`config.mk`:
```
export PLATFORM = sky130hd
export DESIGN_NAME = pipe_stage_elastic
export DESIGN_NICKNAME = d
export VERILOG_FILES = /design/src/rtl/pipe_pkg.sv /design/src/rtl/pipe_slot.sv /design/src/rtl/pipe_stage_elastic.sv
export SDC_FILE = /design/constraint.sdc
export NUM_CORES = 1
export LEC_CHECK = 0
export BUFFER_PORTS_ARGS = -buffer_cell sky130_fd_sc_hd__buf_4
export CORE_ASPECT_RATIO = 1.5
export CORE_UTILIZATION = 57
export CTS_CLUSTER_SIZE = 8
export DETAILED_ROUTE_END_ITERATION = 8
export PLACE_DENSITY = 0.85
export SYNTH_ARGS = -nofsm -noshare
export SYNTH_HDL_FRONTEND = slang
export SYNTH_SLANG_ARGS = --single-unit
```
`constraint.sdc`:
```
create_clock -name clk -period 4.8 [get_ports clk]
set_clock_uncertainty 0.15 [all_clocks]
set_input_delay 0.96 -clock clk [delete_from_list [all_inputs] [get_ports clk]]
set_output_delay 0.96 -clock clk [all_outputs]
set_load 0.01 [all_outputs]
```
`src/rtl/pipe_pkg.sv`:
```
// Shared definitions for the MIPS pipeline-stage registers.
// Holds the default payload/exception widths and the exception codes that travel
// with each beat. Code 0 doubles as "no exception" and as the interrupt code; a
// stage reporting an interrupt does so outside the per-beat exception field.
package pipe_pkg;

  localparam int unsigned PIPE_DATA_W = 64;  // {instr, pc8}
  localparam int unsigned PIPE_EXC_W  = 5;

  localparam int unsigned EXC_NONE = 0;

  typedef enum logic [PIPE_EXC_W-1:0] {
    ExcInt  = 5'd0,
    ExcAdel = 5'd4,
    ExcAdes = 5'd5,
    ExcRi   = 5'd10,
    ExcOv   = 5'd12
  } exc_code_e;

endpackage

```
`src/rtl/pipe_slot.sv`:
```
// Single beat register used for both the main and skid entries of an elastic stage.
// Ports:
//   clk, reset     clock, synchronous active-high reset
//   clear          synchronous clear (flush), same effect as reset
//   load           capture load_* this cycle; otherwise hold
//   load_valid     validity of the captured beat; an invalid load zeroes the fields
//   load_data/exc/bd  beat fields
//   valid, data, exc, bd  registered entry contents (fields are 0 when empty)
module pipe_slot import pipe_pkg::*; #(
  parameter int unsigned DATA_W = PIPE_DATA_W,
  parameter int unsigned EXC_W  = PIPE_EXC_W
) (
  input  logic              clk,
  input  logic              reset,
  input  logic              clear,
  input  logic              load,
  input  logic              load_valid,
  input  logic [DATA_W-1:0] load_data,
  input  logic [EXC_W-1:0]  load_exc,
  input  logic              load_bd,
  output logic              valid,
  output logic [DATA_W-1:0] data,
  output logic [EXC_W-1:0]  exc,
  output logic              bd
);

  logic              valid_q;
  logic [DATA_W-1:0] data_q;
  logic [EXC_W-1:0]  exc_q;
  logic              bd_q;

  always_ff @(posedge clk) begin
    if (reset || clear) begin
      valid_q <= 1'b0;
      data_q  <= '0;
      exc_q   <= '0;
      bd_q    <= 1'b0;
    end else if (load) begin
      // Empty entries read as a nop bubble with no exception.
      valid_q <= load_valid;
      data_q  <= load_valid ? load_data : '0;
      exc_q   <= load_valid ? load_exc  : '0;
      bd_q    <= load_valid ? load_bd   : 1'b0;
    end
  end

  assign valid = valid_q;
  assign data  = data_q;
  assign exc   = exc_q;
  assign bd    = bd_q;

endmodule

```
`src/rtl/pipe_stage_elastic.sv`:
```
// Elastic pipeline-stage register with a 2-entry skid buffer.
// Sits between two pipeline stages; a main entry drives the outputs and a skid
// entry absorbs the one beat that may arrive while downstream stalls, so in_ready
// is a pure register output with no path from out_ready.
// Ports:
//   clk, reset          clock, synchronous active-high reset (also clears stall_cnt)
//   flush               kill all held beats and the beat offered this cycle
//   in_valid/in_ready   upstream handshake; in_data/in_exc/in_bd/local_exc beat fields
//   out_valid/out_ready downstream handshake; out_data/out_exc/out_bd head beat
//   occupancy           beats held (0..2)
//   stall_cnt           saturating count of cycles with out_valid & !out_ready
module pipe_stage_elastic import pipe_pkg::*; #(
  parameter int unsigned DATA_W = PIPE_DATA_W,
  parameter int unsigned EXC_W  = PIPE_EXC_W,
  parameter int unsigned CNT_W  = 32
) (
  input  logic              clk,
  input  logic              reset,
  input  logic              flush,
  input  logic              in_valid,
  output logic              in_ready,
  input  logic [DATA_W-1:0] in_data,
  input  logic [EXC_W-1:0]  in_exc,
  input  logic              in_bd,
  input  logic [EXC_W-1:0]  local_exc,
  output logic              out_valid,
  input  logic              out_ready,
  output logic [DATA_W-1:0] out_data,
  output logic [EXC_W-1:0]  out_exc,
  output logic              out_bd,
  output logic [1:0]        occupancy,
  output logic [CNT_W-1:0]  stall_cnt
);

  logic              main_valid, skid_valid;
  logic [DATA_W-1:0] main_data, skid_data;
  logic [EXC_W-1:0]  main_exc, skid_exc;
  logic              main_bd, skid_bd;

  logic              accept, drain, main_free;
  logic [EXC_W-1:0]  beat_exc;

  logic              main_load, main_load_valid;
  logic [DATA_W-1:0] main_load_data;
  logic [EXC_W-1:0]  main_load_exc;
  logic              main_load_bd;
  logic              skid_load;

  logic [CNT_W-1:0]  stall_cnt_q, stall_cnt_d;

  always_comb begin
    accept    = in_valid && !skid_valid && !flush;
    drain     = main_valid && out_ready;
    main_free = !main_valid || drain;

    // Earliest-stage exception wins.
    beat_exc = (in_exc != EXC_W'(EXC_NONE)) ? in_exc : local_exc;

    // Main refills whenever it is free: from skid first to keep order, else from input.
    main_load       = main_free;
    main_load_valid = skid_valid || accept;
    main_load_data  = skid_valid ? skid_data : in_data;
    main_load_exc   = skid_valid ? skid_exc  : beat_exc;
    main_load_bd    = skid_valid ? skid_bd   : in_bd;

    // Skid takes the new beat when main is busy, or refills/empties as it hands off
    // to main. When both are empty, accept goes straight to main and skid stays empty.
    skid_load = main_free ? skid_valid : accept;
  end

  pipe_slot #(
    .DATA_W(DATA_W),
    .EXC_W (EXC_W)
  ) u_main (
    .clk       (clk),
    .reset     (reset),
    .clear     (flush),
    .load      (main_load),
    .load_valid(main_load_valid),
    .load_data (main_load_data),
    .load_exc  (main_load_exc),
    .load_bd   (main_load_bd),
    .valid     (main_valid),
    .data      (main_data),
    .exc       (main_exc),
    .bd        (main_bd)
  );

  pipe_slot #(
    .DATA_W(DATA_W),
    .EXC_W (EXC_W)
  ) u_skid (
    .clk       (clk),
    .reset     (reset),
    .clear     (flush),
    .load      (skid_load),
    .load_valid(accept),
    .load_data (in_data),
    .load_exc  (beat_exc),
    .load_bd   (in_bd),
    .valid     (skid_valid),
    .data      (skid_data),
    .exc       (skid_exc),
    .bd        (skid_bd)
  );

  // Counts stall cycles even during flush; only reset clears it.
  always_comb begin
    stall_cnt_d = stall_cnt_q;
    if (main_valid && !out_ready && (stall_cnt_q != '1)) begin
      stall_cnt_d = stall_cnt_q + CNT_W'(1);
    end
  end

  always_ff @(posedge clk) begin
    if (reset) begin
      stall_cnt_q <= '0;
    end else begin
      stall_cnt_q <= stall_cnt_d;
    end
  end

  assign in_ready  = !skid_valid;
  assign out_valid = main_valid;
  assign out_data  = main_data;
  assign out_exc   = main_exc;
  assign out_bd    = main_bd;
  assign occupancy = {1'b0, main_valid} + {1'b0, skid_valid};
  assign stall_cnt = stall_cnt_q;

endmodule
```
== After elaboration in Yosys (flattened, before gate mapping) ==
Index checks and enable logic that the tools add are counted.

* Register bits: 174
* Input port bits: 80
* Output and inout port bits: 106
* Logic and storage cells: 36

* $add $sub $neg: 2
* Equal/unequal tests: 1
* Muxes and demuxes: 11
* Reductions and logical operators: 13

{| class="wikitable"
|+ Operator list
! kind !! count
|-
| $mux 64 || 3
|-
| $add 32x1->32 const B || 1
|-
| $ne 32x32->1 const B || 1
|-
| $mux 5 || 4
|-
| $logic_and 1x1->1 || 5
|-
| $reduce_bool 5->1 || 1
|-
| $logic_not 1->1 || 4
|-
| $mux 1 || 4
|-
| $logic_or 1x1->1 || 3
|-
| $add 1x1->2 || 1
|}

== Logic depth before layout (Yosys ltp) ==
* Word-level depth: 5
* Gate-level depth with buffers: 8
* Depth with buffers taken out: 6

== By module ==
From an unflattened synthesis, not the netlist that was laid out.

* Cells, all modules: 909
* Area, all modules: 8,077.7 um^2

{| class="wikitable"
|+ By module, submodules not included
! module !! times used !! cells an instance !! area an instance (um^2) !! sequential area each (um^2)
|-
| pipe_slot || 2 || 315 || 2,778.9 || 1,421.4
|-
| pipe_stage_elastic || 1 || 279 || 2,519.9 || 640.6
|}

== Worst setup path before layout ==
OpenSTA, ideal clock, no wires.

* Kind: input to register
* Start point: input out_ready
* End point: register stall_cnt_q[20] (netlist: stall_cnt[20])
* Setup time: 71 ps
* Arrival time: 2,547 ps
* Data required time: 4,579 ps
* Slack: 2,032 ps
* Stages on the path: 6
* Buffers on the path: 1
* Path through: nor2b_1 -> buf_6 -> nand4_1 -> or4_2 -> or3_2 -> a21oi_1

* Cells in the longest elaborated chain, start to end: 3

{| class="wikitable"
|+ RTL lines
! element !! line !! text
|-
| start: declaration || pipe_stage_elastic.sv:27 || <nowiki>input logic out_ready,</nowiki>
|-
| $logic_not 1->1 || pipe_stage_elastic.sv:110 || <nowiki>if (main_valid && !out_ready && (stall_cnt_q != '1)) begin</nowiki>
|-
| $logic_and 1x1->1 (2 in a row) || pipe_stage_elastic.sv:110 ||
|-
| end signal: assignment || pipe_stage_elastic.sv:119 || <nowiki>stall_cnt_q <= stall_cnt_d;</nowiki>
|-
| end: declaration || pipe_stage_elastic.sv:49 || <nowiki>logic [CNT_W-1:0] stall_cnt_q, stall_cnt_d;</nowiki>
|}

Every way passes these cells.
A chain may end at the register's enable or synchronous reset.

== Final worst setup path ==
* Start point: register u_skid.valid_q (netlist: u_skid.valid)
* End point: output occupancy[0]

* Cells in the longest elaborated chain, start to end: 1

{| class="wikitable"
|+ RTL lines
! element !! line !! text
|-
| start: declaration || pipe_slot.sv:27 || <nowiki>logic valid_q;</nowiki>
|-
| start signal: assignment || pipe_slot.sv:40 || <nowiki>valid_q <= load_valid;</nowiki>
|-
| $add 1x1->2 || pipe_stage_elastic.sv:128 || <nowiki>assign occupancy = {1'b0, main_valid} + {1'b0, skid_valid};</nowiki>
|-
| end: declaration || pipe_stage_elastic.sv:31 || <nowiki>output logic [1:0] occupancy,</nowiki>
|}

Every way passes these cells.

==> flow_summary_export.csv <==
group,metric,value,unit
routing,post-route-drc-count,0,
grt,grt_first_pass_wirelength,31200,um
setup_path,r2r-start,"stall_cnt[0]",
synth,synth-edff-count,0,
placement,placement_setup_slack,1540,ps
synth,mappedNetlistArea,7130,um^2
routing,final_routed_wirelength,19200,um
layout,top_library_cells_by_usage_in_the_layout_fill_and_taps_aside,"194 x sky130_fd_sc_hd__buf_4, 173 x sky130_fd_sc_hd__dfxtp_1, 105 x sky130_fd_sc_hd__nor2_1, 85 x sky130_fd_sc_hd__a21oi_1, 80 x sky130_fd_sc_hd__nand2_1",
layout,num_antenna_cells,0,
clock_network,cts_tree,"built",
sta,fin_crit_sh,0.691,
pwr,power_density,326,nW/um^2
synth,post_synth.cell_area_avg,8.39,um^2
die,design.die.area,13000,um^2
synth,yosys.cell_types.count,52,
routing,detail-route-antenna-nets,0,
setup_path,end_of_the_critical_path,"occupancy[0]",
layout,final_layout_size_suffix_gt1_frac,0.254,
hold_path,min-delay-path-class,"reg2reg",
synth,synth.net_count,931,
clock_network,max-clock-path-buffers,2,
setup_path,worstSetupStartpoint,"u_skid.valid",
layout,number_of_nets_at_the_end_of_the_flow,1069,
sta,timing_hold_violations_final,0,
sta,max_freq,0.301,GHz
grt,first_global_vias,6357,
grt,largest_net_degree_at_the_start_of_global_routing,86,
routing,vias_per_cell,6.01,
pwr,design_power_total,0.00295,W
setup_path,r2r_cells,6,
sta,worst_slew_pin_slew,930,ps
setup_path,crit_path_end_kind,"output pin",
placement,weighted_congestion_at_the_end_of_routability_driven_global_placement,0.809,
die,num_io_pins,186,
sta,fin_tns_setup,0,ps
clock_network,cts_inserted_buffers,17,
grt,grt.overflow.total,0,
pwr,leakagePower,3.49,nW
clock_network,clock_insertion_delay_worst_skew,430,ps
clock_network,cts_max_level,4,
clock_network,postCtsHoldBufs,0,
layout,fin_area,9050,um^2
clock_network,cts-root-buf,"sky130_fd_sc_hd__clkbuf_16",
setup_path,startpoint_to_endpoint_class_of_the_critical_path,"reg2out",
sta,setup_ws,1480,ps
layout,areaGrowthSynthToFinish,27.0,%
sta,relSlewSlack,0.380,
sta,rsz0062_at_grt,"no",
setup_path,worstReg2RegEnd,"stall_cnt[20]",
placement,detailed_place.area,8500,um^2
job,max_cap_check_violation_count,0,
clock_network,cts.repair_timing.setup_buffer_count,0,
setup_path,timing.critical_path.required,3690,ps
clock_network,number_of_gates_resized_after_cts,0,
sta,fin_crit,3320,ps
routing,drt-wirelength-per-cell,16.6,um
layout,fillerInstances,940,
layout,layout.cells.most_common,"sky130_fd_sc_hd__buf_4",
setup_path,worst_ep_arrival_time,2210,ps
die,rows,49,
grt,global_route.usage.total,0.297,
die,die_h,139,um
synth,synth.ff_latch_count,174,
synth,ys_seq_area_frac,0.489,
die,floorplan.initialDensity,0.590,
run_status,run_status,"complete, no violations",
synth,synth-async-reset-ratio,0,
setup_path,r2r_setup_slack,2000,ps
sta,setup_viol,0,
setup_path,crit_path_start_kind,"register",
setup_path,largest_fanout_of_any_net_on_the_critical_path,42,
clock_network,clkSlewWorstSetupHoldPaths,60,ps
layout,fin_util,0.750,
routing,first_pass_iters,5,
clock_network,clock_sink_count,174,
synth,synth.yosys.warnings,0,
sta,slew_violations,0,
routing,num_vias,6933,
die,core,12100,um^2
routing,drt_first_iter_violations,522,
placement,port_bufs,185,
placement,post_detailed_placement_half_perimeter_wirelength,12200,um
synth,yosys_most_used_dff,"sky130_fd_sc_hd__dfxtp_1",
synth,synth_cells,849,
die,fp.dieW,93.3,um
pwr,vdd_ir_drop_max,242,uV
grt,grt_antenna_before_repair,0,
synthesized netlist by cell type, drive strengths merged (8+ instances only):
| cell | number | share of area |
|---|---|---|
| nor3 | 68 | 0.048 |
| nand3 | 72 | 0.051 |
| nand4 | 10 | 0.011 |
| inv | 8 | 0.0042 |
| a21oi | 85 | 0.060 |
| xnor2 | 11 | 0.014 |
| o21ai | 14 | 0.0098 |
| dfxtp | 174 | 0.49 |
| buf | 13 | 0.010 |
| clkbuf | 61 | 0.032 |
| nand2 | 82 | 0.043 |
| nor2 | 106 | 0.056 |
| nor4 | 8 | 0.011 |
| a221oi | 65 | 0.080 |
flip-flops by register name, summed over array words and instances (netlist names):
name and flops:
u_main.data 64, u_skid.data 64, stall_cnt 32, u_main.exc 5, u_skid.exc 5, u_main.bd 1
u_main.valid 1, u_skid.bd 1, u_skid.valid 1
kinds of logic (layout without fill, tap and decap cells):
| group | Yosys count | count (layout) | share of synthesized area |
|---|---|---|---|
| compound gates | 192 | 192 | 0.179 |
| xor+xnor | 14 | 14 | 0.0172 |
| fa+ha+maj | 2 | 2 | 0.00351 |
| buf+inv | 83 | 234 | 0.0481 |
| flops | 174 | 174 | 0.489 |
| mux | 6 | 6 | 0.00983 |
| simple gates | 378 | 378 | 0.254 |
area by class of cell:
cell class | count | area [um^2] | area share
flip-flops and latches | 174 | 3480 | 0.385
well taps | 153 | 191 | 0.0211
clock buffers | 18 | 429 | 0.0474
multi-input cells | 592 | 3340 | 0.368
repair buffers | 194 | 1460 | 0.161
clock inverters | 14 | 126 | 0.0140
inverters | 8 | 30.0 | 0.00332
metrics by stage:
step	hold slack [ps]	std cells
2_1_floorplan	298	849
3_3_place_gp	303	1121
3_5_place_dp	311	1121
4_1_cts	321	1153
5_1_grt	335	1153
6_report	319	1153
worst min-delay path by stage:
stage / depth (start not counted) / slack [ps] / endpoint / from
floorplan: 2 / 300 / u_skid.bd / u_skid.bd
global placement: 2 / 300 / u_skid.data[11] / u_skid.data[11]
detailed placement: 2 / 310 / u_skid.data[31] / u_skid.data[31]
CTS: 2 / 320 / u_skid.data[54] / u_skid.data[54]
global route: 2 / 340 / u_skid.data[27] / u_skid.data[27]
finish: 2 / 320 / u_skid.data[0] / u_skid.data[0]
critical path, stage by stage (launching register included):
cell and delay, ps:
sky130_fd_sc_hd__dfxtp_2 760, sky130_fd_sc_hd__buf_4 540, sky130_fd_sc_hd__ha_1 330, sky130_fd_sc_hd__buf_4 140
power breakdown:
part	switching (W)	total, W	internal (W)
Sequential	0.00000922	0.00147	0.00146
Clock	0.000611	0.00129	0.000680
Combinational	0.000101	0.000189	0.0000877
per-layer routing:
metal	GRT usage	vias up	wire length, um
met2	0.501	270	9980
met5	0	-	0
met3	0.0532	42	1100
met4	0.120	0	578
met1	0.372	3274	7500
li1	-	3347	-
Power figures use the tool's default switching activity.
